$ cat src/rtl/gldp_pkg.sv
// Shared helpers for the gldp FRC dither path: Mersenne period, mod-P fold and
// checkerboard phase offset. Widths are passed in so every IN_W can share them.
package gldp_pkg;

    function automatic logic [31:0] period_of(input int in_w);
        return (32'd1 << in_w) - 32'd1;
    endfunction

    localparam int          GLDP_IN_W = 5;
    localparam logic [31:0] GLDP_P    = period_of(GLDP_IN_W);

    // Reduce a value below 2^(2*in_w) modulo 2^in_w-1 without a divider.
    function automatic logic [31:0] mod_mersenne(input logic [31:0] v, input int in_w);
        logic [31:0] p;
        logic [31:0] s;
        p = period_of(in_w);
        s = (v & p) + ((v >> in_w) & p);
        s = (s & p) + (s >> in_w);
        if (s == p) begin
            s = '0;
        end
        return s;
    endfunction

    function automatic logic [31:0] phase_offset(input logic sel, input int in_w);
        return sel ? (period_of(in_w) >> 1) : 32'd0;
    endfunction

endpackage

$ cat src/rtl/gldp_frc_lane.sv
// gldp_frc_lane: one channel of the FRC engine -- level capture, fe*L mod P,
// and the on/off threshold compare.
module gldp_frc_lane
    import gldp_pkg::*;
#(
    parameter int IN_W = 5
) (
    input  logic            clk,
    input  logic            rst_n,
    input  logic            i_in_valid,
    input  logic [IN_W-1:0] i_level,
    input  logic [IN_W-1:0] i_fe,
    input  logic            i_s1_valid,
    output logic            o_valid,
    output logic            o_dither
);
    localparam logic [31:0]   P32 = period_of(IN_W);
    localparam logic [IN_W:0] P_X = (IN_W + 1)'(P32);

    logic [IN_W-1:0]   r_lvl;
    logic              r_v2;
    logic [IN_W-1:0]   r_r;
    logic [IN_W-1:0]   r_l2;
    logic              r_v3;
    logic              r_bit;

    logic [2*IN_W-1:0] w_prod;
    logic [31:0]       w_mod_full;
    logic [IN_W:0]     w_sum;
    logic              w_hit;
    logic              w_unused_mod;

    always_comb begin
        w_prod     = (2 * IN_W)'(i_fe) * (2 * IN_W)'(r_lvl);
        w_mod_full = mod_mersenne(32'(w_prod), IN_W);
        // r + L reaches P exactly L times over P consecutive effective frames
        w_sum      = {1'b0, r_r} + {1'b0, r_l2};
        w_hit      = (w_sum >= P_X);
    end

    assign w_unused_mod = ^w_mod_full[31:IN_W];

    always_ff @(posedge clk or negedge rst_n) begin
        if (!rst_n) begin
            r_lvl <= '0;
            r_v2  <= 1'b0;
            r_r   <= '0;
            r_l2  <= '0;
            r_v3  <= 1'b0;
            r_bit <= 1'b0;
        end else begin
            if (i_in_valid) begin
                r_lvl <= i_level;
            end
            r_v2 <= i_s1_valid;
            if (i_s1_valid) begin
                r_r  <= w_mod_full[IN_W-1:0];
                r_l2 <= r_lvl;
            end
            r_v3 <= r_v2;
            if (r_v2) begin
                r_bit <= w_hit;
            end
        end
    end

    assign o_valid  = r_v3;
    assign o_dither = r_bit;

endmodule

$ cat src/rtl/gldp_frc.sv
// gldp_frc: CH-channel frame-rate-control dither engine, 3-cycle latency.
// Define GLDP_FRC_SUPERFRAME_INV_EN to swap checkerboard phases every P frames.
module gldp_frc
    import gldp_pkg::*;
#(
    parameter int IN_W = 5,
    parameter int CH   = 3
) (
    input  logic               clk,
    input  logic               rst_n,
    input  logic               frame_start,
    input  logic               line_start,
    input  logic               in_valid,
    input  logic [CH*IN_W-1:0] in_data,
    input  logic               inv,
    output logic               out_valid,
    output logic [CH-1:0]      out_dither
);
    localparam logic [31:0]     P32    = period_of(IN_W);
    localparam logic [IN_W-1:0] P_LAST = IN_W'(P32 - 32'd1);

    logic [IN_W-1:0] r_fcnt;
    logic            r_sinv;
    logic            r_ypar;
    logic            r_xpar;
    logic [IN_W-1:0] r_fe;
    logic            r_s1_valid;

    logic            w_wrap;
    logic [IN_W-1:0] w_fcnt_nxt;
    logic            w_sinv_nxt;
    logic            w_ypar_nxt;
    logic            w_xpar_cur;
    logic            w_phase;
    logic [31:0]     w_fe_full;
    logic [IN_W-1:0] w_fe;
    logic [CH-1:0]   w_lane_valid;
    logic            w_unused_fe;

    // A pixel arriving with frame/line start already sees the updated counters.
    always_comb begin
        w_wrap     = frame_start && (r_fcnt == P_LAST);
        w_fcnt_nxt = r_fcnt;
        if (frame_start) begin
            w_fcnt_nxt = w_wrap ? '0 : r_fcnt + IN_W'(1);
        end
`ifdef GLDP_FRC_SUPERFRAME_INV_EN
        w_sinv_nxt = r_sinv ^ w_wrap;
`else
        w_sinv_nxt = r_sinv;
`endif
        w_ypar_nxt = frame_start ? 1'b0 : (r_ypar ^ line_start);
        w_xpar_cur = (frame_start || line_start) ? 1'b0 : r_xpar;
        w_phase    = w_xpar_cur ^ w_ypar_nxt ^ inv ^ w_sinv_nxt;
        w_fe_full  = mod_mersenne(32'(w_fcnt_nxt) + phase_offset(w_phase, IN_W), IN_W);
        w_fe       = w_fe_full[IN_W-1:0];
    end

    assign w_unused_fe = ^w_fe_full[31:IN_W];

    always_ff @(posedge clk or negedge rst_n) begin
        if (!rst_n) begin
            r_fcnt     <= '0;
            r_sinv     <= 1'b0;
            r_ypar     <= 1'b0;
            r_xpar     <= 1'b0;
            r_fe       <= '0;
            r_s1_valid <= 1'b0;
        end else begin
            r_fcnt     <= w_fcnt_nxt;
            r_sinv     <= w_sinv_nxt;
            r_ypar     <= w_ypar_nxt;
            r_xpar     <= in_valid ? ~w_xpar_cur : w_xpar_cur;
            r_s1_valid <= in_valid;
            if (in_valid) begin
                r_fe <= w_fe;
            end
        end
    end

    for (genvar c = 0; c < CH; c++) begin : g_lane
        gldp_frc_lane #(
            .IN_W (IN_W)
        ) u_lane (
            .clk        (clk),
            .rst_n      (rst_n),
            .i_in_valid (in_valid),
            .i_level    (in_data[c*IN_W +: IN_W]),
            .i_fe       (r_fe),
            .i_s1_valid (r_s1_valid),
            .o_valid    (w_lane_valid[c]),
            .o_dither   (out_dither[c])
        );
    end

    assign out_valid = &w_lane_valid;

endmodule

$ cat config.mk
export PLATFORM = sky130hd
export DESIGN_NAME = gldp_frc
export DESIGN_NICKNAME = d
export VERILOG_FILES = /design/src/rtl/gldp_pkg.sv /design/src/rtl/gldp_frc_lane.sv /design/src/rtl/gldp_frc.sv
export SDC_FILE = /design/constraint.sdc
export NUM_CORES = 1
export LEC_CHECK = 0
export ABC_AREA = 1
export CAP_MARGIN = 20
export CORE_ASPECT_RATIO = 1.1
export CORE_MARGIN = 2
export CORE_UTILIZATION = 43
export CTS_BUF_LIST = sky130_fd_sc_hd__clkbuf_16
export CTS_CLUSTER_DIAMETER = 120
export DETAILED_ROUTE_END_ITERATION = 8
export MAX_ROUTING_LAYER = met4
export PLACE_DENSITY = 0.69
export SLEW_MARGIN = 20
export SYNTH_ARGS = -nofsm -noshare
export SYNTH_HDL_FRONTEND = slang
export SYNTH_SLANG_ARGS = --single-unit
export TNS_END_PERCENT = 1
$ cat constraint.sdc
create_clock -name clk -period 5.2 [get_ports clk]
set_input_delay 1.04 -clock clk [delete_from_list [all_inputs] [get_ports clk]]
set_output_delay 1.04 -clock clk [all_outputs]
set_load 0.1 [all_outputs]
# After elaboration in Yosys (flattened, before gate mapping)
# Index checks and enable logic that the tools add are counted.
[classes] n_addsub=13 n_eq_ne=5 bitwise_logic=4 reduce_logical=2 n_mux=10 multipliers=3 order_cmp=3
[ops] op="== test 28 x 5 -> 1 bit (second input constant)" count=3
[ops] op="adder 5 x 5 -> 6 bit" count=6
[ops] op="adder 5 x 1 -> 6 bit" count=5
[ops] op="multiplier 5 x 5 -> 10 bit" count=3
[ops] op="two-way mux 5 bit" count=6
[ops] op=">= comparator 6 x 5 -> 1 bit (second input constant)" count=3
[ops] op="adder 5 x 4 -> 6 bit" count=1
[ops] op="== test 6 x 5 -> 1 bit (second input constant)" count=1
[ops] op="adder 5 x 1 -> 5 bit (second input constant)" count=1
[ops] op="== test 5 bit (second input constant)" count=1
[ops] op="two-way mux 4 bit" count=1
[ops] op="two-way mux 1 bit" count=3
[ops] op="XOR 1 bit" count=3
[ops] op="logical AND 1 bit" count=1
[ops] op="logical OR 1 bit" count=1
[ops] op="inverter 1 bit" count=1
[word_totals] out_inout_bits=4 inputBits=21 reg_bits=63

# Longest topological paths before layout
[depth] ltp_word=10 ltp_mapped=32 mapped_depth_nobuf=30

# Hierarchy
# A second synthesis with hierarchy kept.
[hier_totals] hier_cells=939 hier_area_um2=6911.6
[modules_own_cells] mod="gldp_frc_lane (g_lane[2].u_lane)" n_inst=1 area_per_inst_um2=1961.9 cells_per_inst=269
[modules_own_cells] mod="gldp_frc_lane (g_lane[1].u_lane)" n_inst=1 area_per_inst_um2=1945.6 cells_per_inst=263
[modules_own_cells] mod="gldp_frc_lane (g_lane[0].u_lane)" n_inst=1 area_per_inst_um2=1933.1 cells_per_inst=257
[modules_own_cells] mod="gldp_frc" n_inst=1 area_per_inst_um2=1071.0 cells_per_inst=150

# Worst setup path before layout
# Ideal clock, no wire load.
[synth_timing] kind="register to register" start="register r_fe[0]" end="register g_lane[1].u_lane.r_r[3]" required_time_ns=5.084 arrival_time_ns=5.365 path_buffers=2 path_stages_with_launch=31 path_slack_ns=-0.281 synth_period_minus_slack_ns=5.481 setup_ns=0.116 cell_sequence="dfrtp_1 clkdlybuf4s50_2 buf_2 nand2_1 fa_1 fa_1 fa_1 inv_1 ha_1 nand3_1 nand2_1 a21oi_1 o21ai_0 xor2_1 inv_1 ha_1 a21oi_1 nand2_1 a21oi_1 o21bai_1 ha_1 ha_1 inv_1 nor2_1 clkinv_1 and2_1 nand3_1 nor2_2 nand2_2 nand2_1 nand2_1"
[synth_via] elab_chain_len=5
[synth_rtl] item="start: declaration" line_no="gldp_frc.sv:26" source="logic [IN_W-1:0] r_fe;"
[synth_rtl] item="start signal: assignment" line_no="gldp_frc.sv:76" source="r_fe <= w_fe;"
[synth_rtl] item="multiplier 5 x 5 -> 10 bit *" line_no="gldp_frc_lane.sv:34" source="w_prod = (2 * IN_W)'(i_fe) * (2 * IN_W)'(r_lvl);"
[synth_rtl] item="adder 5 x 5 -> 6 bit *" line_no="gldp_pkg.sv:17" source="s = (v & p) + ((v >> in_w) & p);"
[synth_rtl] item="adder 5 x 1 -> 6 bit *" line_no="gldp_pkg.sv:18" source="s = (s & p) + (s >> in_w);"
[synth_rtl] item="== test 28 x 5 -> 1 bit" line_no="gldp_pkg.sv:19" source="if (s == p) begin"
[synth_rtl] item="two-way mux 5 bit *" line_no="gldp_pkg.sv:19"
[synth_rtl] item="end signal: assignment" line_no="gldp_frc_lane.sv:57" source="r_r <= w_mod_full[IN_W-1:0];"
[synth_rtl] item="end: declaration" line_no="gldp_frc_lane.sv:22" source="logic [IN_W-1:0] r_r;"
# Every way passes the cells marked *; elsewhere a longest branch is shown, timed or not.
# A chain may end at the register's enable or synchronous reset.

# Worst setup path after layout
[layout_timing] start="register r_fe[0]" end="register g_lane[2].u_lane.r_r[4]"
[layout_via] elab_chain_len=5
[layout_rtl] item="multiplier 5 x 5 -> 10 bit *" line_no="gldp_frc_lane.sv:34"
[layout_rtl] item="adder 5 x 5 -> 6 bit *" line_no="gldp_pkg.sv:17"
[layout_rtl] item="adder 5 x 1 -> 6 bit *" line_no="gldp_pkg.sv:18"
[layout_rtl] item="== test 28 x 5 -> 1 bit" line_no="gldp_pkg.sv:19"
[layout_rtl] item="two-way mux 5 bit *" line_no="gldp_pkg.sv:19"
[layout_rtl] item="end signal: assignment" line_no="gldp_frc_lane.sv:57"
[layout_rtl] item="end: declaration" line_no="gldp_frc_lane.sv:22"
# Marks and branches as above.

==> impl_metrics.csv <==
group,metric,value,unit
run_status,status,"completed",
yosys,syn_area,6740,µm²
timing,period_share,0.948,
final_layout,drive_above_1_share,0.136,
critical_path,crit_type,"reg -> reg",
timing,hold_violations,0,
placed_design,dpl.hpwl,9.99,mm
clock_network,clock_latency,340,ps
critical_path,regToRegSetupSlack,270,ps
floorplan,fp.dieW,123,µm
worst_hold_path,worst_hold_path.endpoint,"g_lane[1].u_lane.o_valid$_DFF_PN0_",
yosys,ys_seq_area_frac,0.234,
timing,finalSetupViolCount,0,
clock_network,cts_root_buffer,"clkbuf_16",
clock_network,clock_path_buffers,2,
route,drtIter0Drc,212,
floorplan,dieArea,16700,µm²
yosys,synth-async-reset-ratio,1.00,
final_layout,num_antenna_cells,0,
yosys,synth_top_flop_cell,"dfrtp_1",
clock_network,clkTransAtPathRegs,50,ps
final_layout,final_nets,1098,
yosys,postSynthAreaPerCell,7.50,µm²
yosys,synthesis.nets,1054,
placed_design,numPortBuffers,24,
clock_network,cts_tree,"yes",
route,vias,5379,
critical_path,r2r_cells,26,
grt,antenna_found_initial,0,
timing,fin_skew,6.01,ps
timing,worst_pin_slew,958,ps
grt,grt_start_max_net_pins,64,
worst_hold_path,whs_path_depth,0,
final_layout,final_common_cell,"nand2_1",
placed_design,place_inst,1121,
grt,groute.usage.overall,0.171,
yosys,synth.distinct_cells,39,
timing,slew_violations,0,
flow_run,max_cap_violations,0,
grt,grt_pass1_vias,5128,
yosys,synth_edf_count,0,
critical_path,end_kind,"flip-flop",
floorplan,start_util,0.435,
worst_hold_path,hold_path_startpoint,"g_lane[1].u_lane.r_v2$_DFF_PN0_",
floorplan,rows,48,
grt,overflow,0,
clock_network,h-tree-depth,3,
critical_path,cp_max_fo,8,
route,antenna_left,0,
clock_network,hold_buffers,0,
clock_network,numCtsBuffers,9,
critical_path,worst_ep_required_time,5430,ps
floorplan,dieHeight,135,µm
critical_path,worstPathArrival,5150,ps
timing,period_needed,4930,ps
route,drt_wl_total,13.0,mm
route,viasPerCell,4.69,
final_layout,final_cell_mix,"nand2_1 (289), inv_1 (165), ha_1 (89), dfrtp_1 (60)",
timing,rsz0062_at_grt,"yes",
yosys,synthCells,899,
floorplan,core,15500,µm²
floorplan,io_pins,25,
route,wire_per_inst,11.4,µm
route,first_pass_iters,5,
yosys,ys_ff_latch,63,
clock_network,cts_sinks,63,
grt,grt_pass1_wl,22.3,mm
timing,clock.fmax,0.203,GHz
critical_path,worstSetupStartpointType,"flip-flop",
final_layout,final_cell_count_no_fill,1148,
final_layout,fillers,1530,
yosys,yosys_warnings,0,
route,drc,0,
final_layout,area_growth,16.3,%
placed_design,place.gp.congestion,0.819,
critical_path,r2r-end,"g_lane[2].u_lane.r_r[4]$_DFFE_PN0P_",
timing,slew_headroom,0.359,
critical_path,r2r-start,"r_fe[0]$_DFFE_PN0P_",
worst_hold_path,hold_path.class,"reg -> reg",
==> layer usage <==
layer | vias up | wire, µm | global-route usage
li1 | 2851 | - | -
met5 | - | 0 | -
met2 | 68 | 6120 | 0.262
met1 | 2451 | 6250 | 0.231
met3 | 9 | 482 | 0.0261
met4 | 0 | 189 | 0.0612
==> cells by family (layout without fill, tap and decap cells) <==
logic type | after synthesis | in the layout | share of synthesized area
simple gates | 399 | 399 | 0.253
buf+inv | 195 | 244 | 0.118
fa+ha+maj | 134 | 134 | 0.287
compound gates | 68 | 68 | 0.0559
flops | 63 | 63 | 0.234
xor+xnor | 40 | 40 | 0.0531
==> cell type report <==
type,count,area [µm²],share of cell area
clock inverter,7,72.6,0.00926
inverter,171,642,0.0819
timing repair buffer,57,483,0.0616
tap,200,250,0.0319
multi-input combinational,641,4590,0.585
clock buffer,9,225,0.0287
sequential,63,1580,0.202
==> worst max-delay path by stage <==
stage / startpoint / end / depth (start not counted)
2_1_floorplan: r_fe[0]$_DFFE_PN0P_ / g_lane[1].u_lane.r_r[3]$_DFFE_PN0P_ / 30
3_3_place_gp: r_fe[0]$_DFFE_PN0P_ / g_lane[0].u_lane.r_r[4]$_DFFE_PN0P_ / 24
3_5_place_dp: r_fe[0]$_DFFE_PN0P_ / g_lane[2].u_lane.r_r[4]$_DFFE_PN0P_ / 24
4_1_cts: r_fe[2]$_DFFE_PN0P_ / g_lane[2].u_lane.r_r[4]$_DFFE_PN0P_ / 24
5_1_grt: r_fe[0]$_DFFE_PN0P_ / g_lane[2].u_lane.r_r[4]$_DFFE_PN0P_ / 26
6_report: r_fe[0]$_DFFE_PN0P_ / g_lane[2].u_lane.r_r[4]$_DFFE_PN0P_ / 26
==> cells in the mapped netlist, types with 11 or more instances <==
library cell  instances  share of area
clkbuf_1             11         0.0061
fa_1                 34           0.10
nand3_1              22          0.016
inv_1               167          0.093
nand2_2              12          0.011
xnor2_1              11          0.014
dfrtp_1              63           0.23
xor2_1               28          0.036
a21oi_1              41          0.030
ha_1                100           0.19
nand2_1             297           0.17
nor2_1               30          0.017
==> per-stage QoR <==
step	instance area, µm²	utilization	TNS (ps)	hold WS, ps	setup slack, ps
after floorplan	6770	-	0	352	117
after global placement	7260	0.469	0	457	135
after detailed placement	7260	0.469	-198	468	-44.5
after CTS	7560	0.488	0	483	7.36
after global routing	7840	0.506	-524	506	-56.5
final	7840	0.506	0	474	272
==> registers in the layout, indices dropped and copies added, names as in the netlist <==
name,flops
g_lane.u_lane.r_r,15
g_lane.u_lane.r_lvl,15
r_fcnt,5
g_lane.u_lane.o_dither,3
r_fe,5
g_lane.u_lane.r_v2,1
r_ypar,1
r_xpar,1
g_lane.u_lane.o_valid,1
g_lane.u_lane.r_l2,15
r_s1_valid,1
==> worst max-delay path, cell delays in order (launching register included) <==
cell and delay [ps]:
dfrtp_2 450, buf_4 150, buf_4 160, nand2_1 60
inv_1 40, ha_1 290, ha_1 290, inv_1 50
fa_1 530, inv_1 70, fa_1 470, a21oi_2 160
o21bai_1 100, xor2_1 240, inv_1 70, ha_1 290
nand3_2 100, nand2_2 80, a21oi_1 60, o21bai_1 160
ha_2 230, ha_4 140, nand4_1 130, xnor2_2 230
nand3_2 120, nand2_1 90, nand2_1 50
==> timing repair <==
item,CTS,global route
setup buffers,0,11
setup endpoints to repair,12,15
hold endpoints to repair,0,0
pin swaps,0,41
resized for setup,2,45
Power is not shown: default switching activity piles up to over one toggle a cycle in this logic, so the estimate is an artifact.
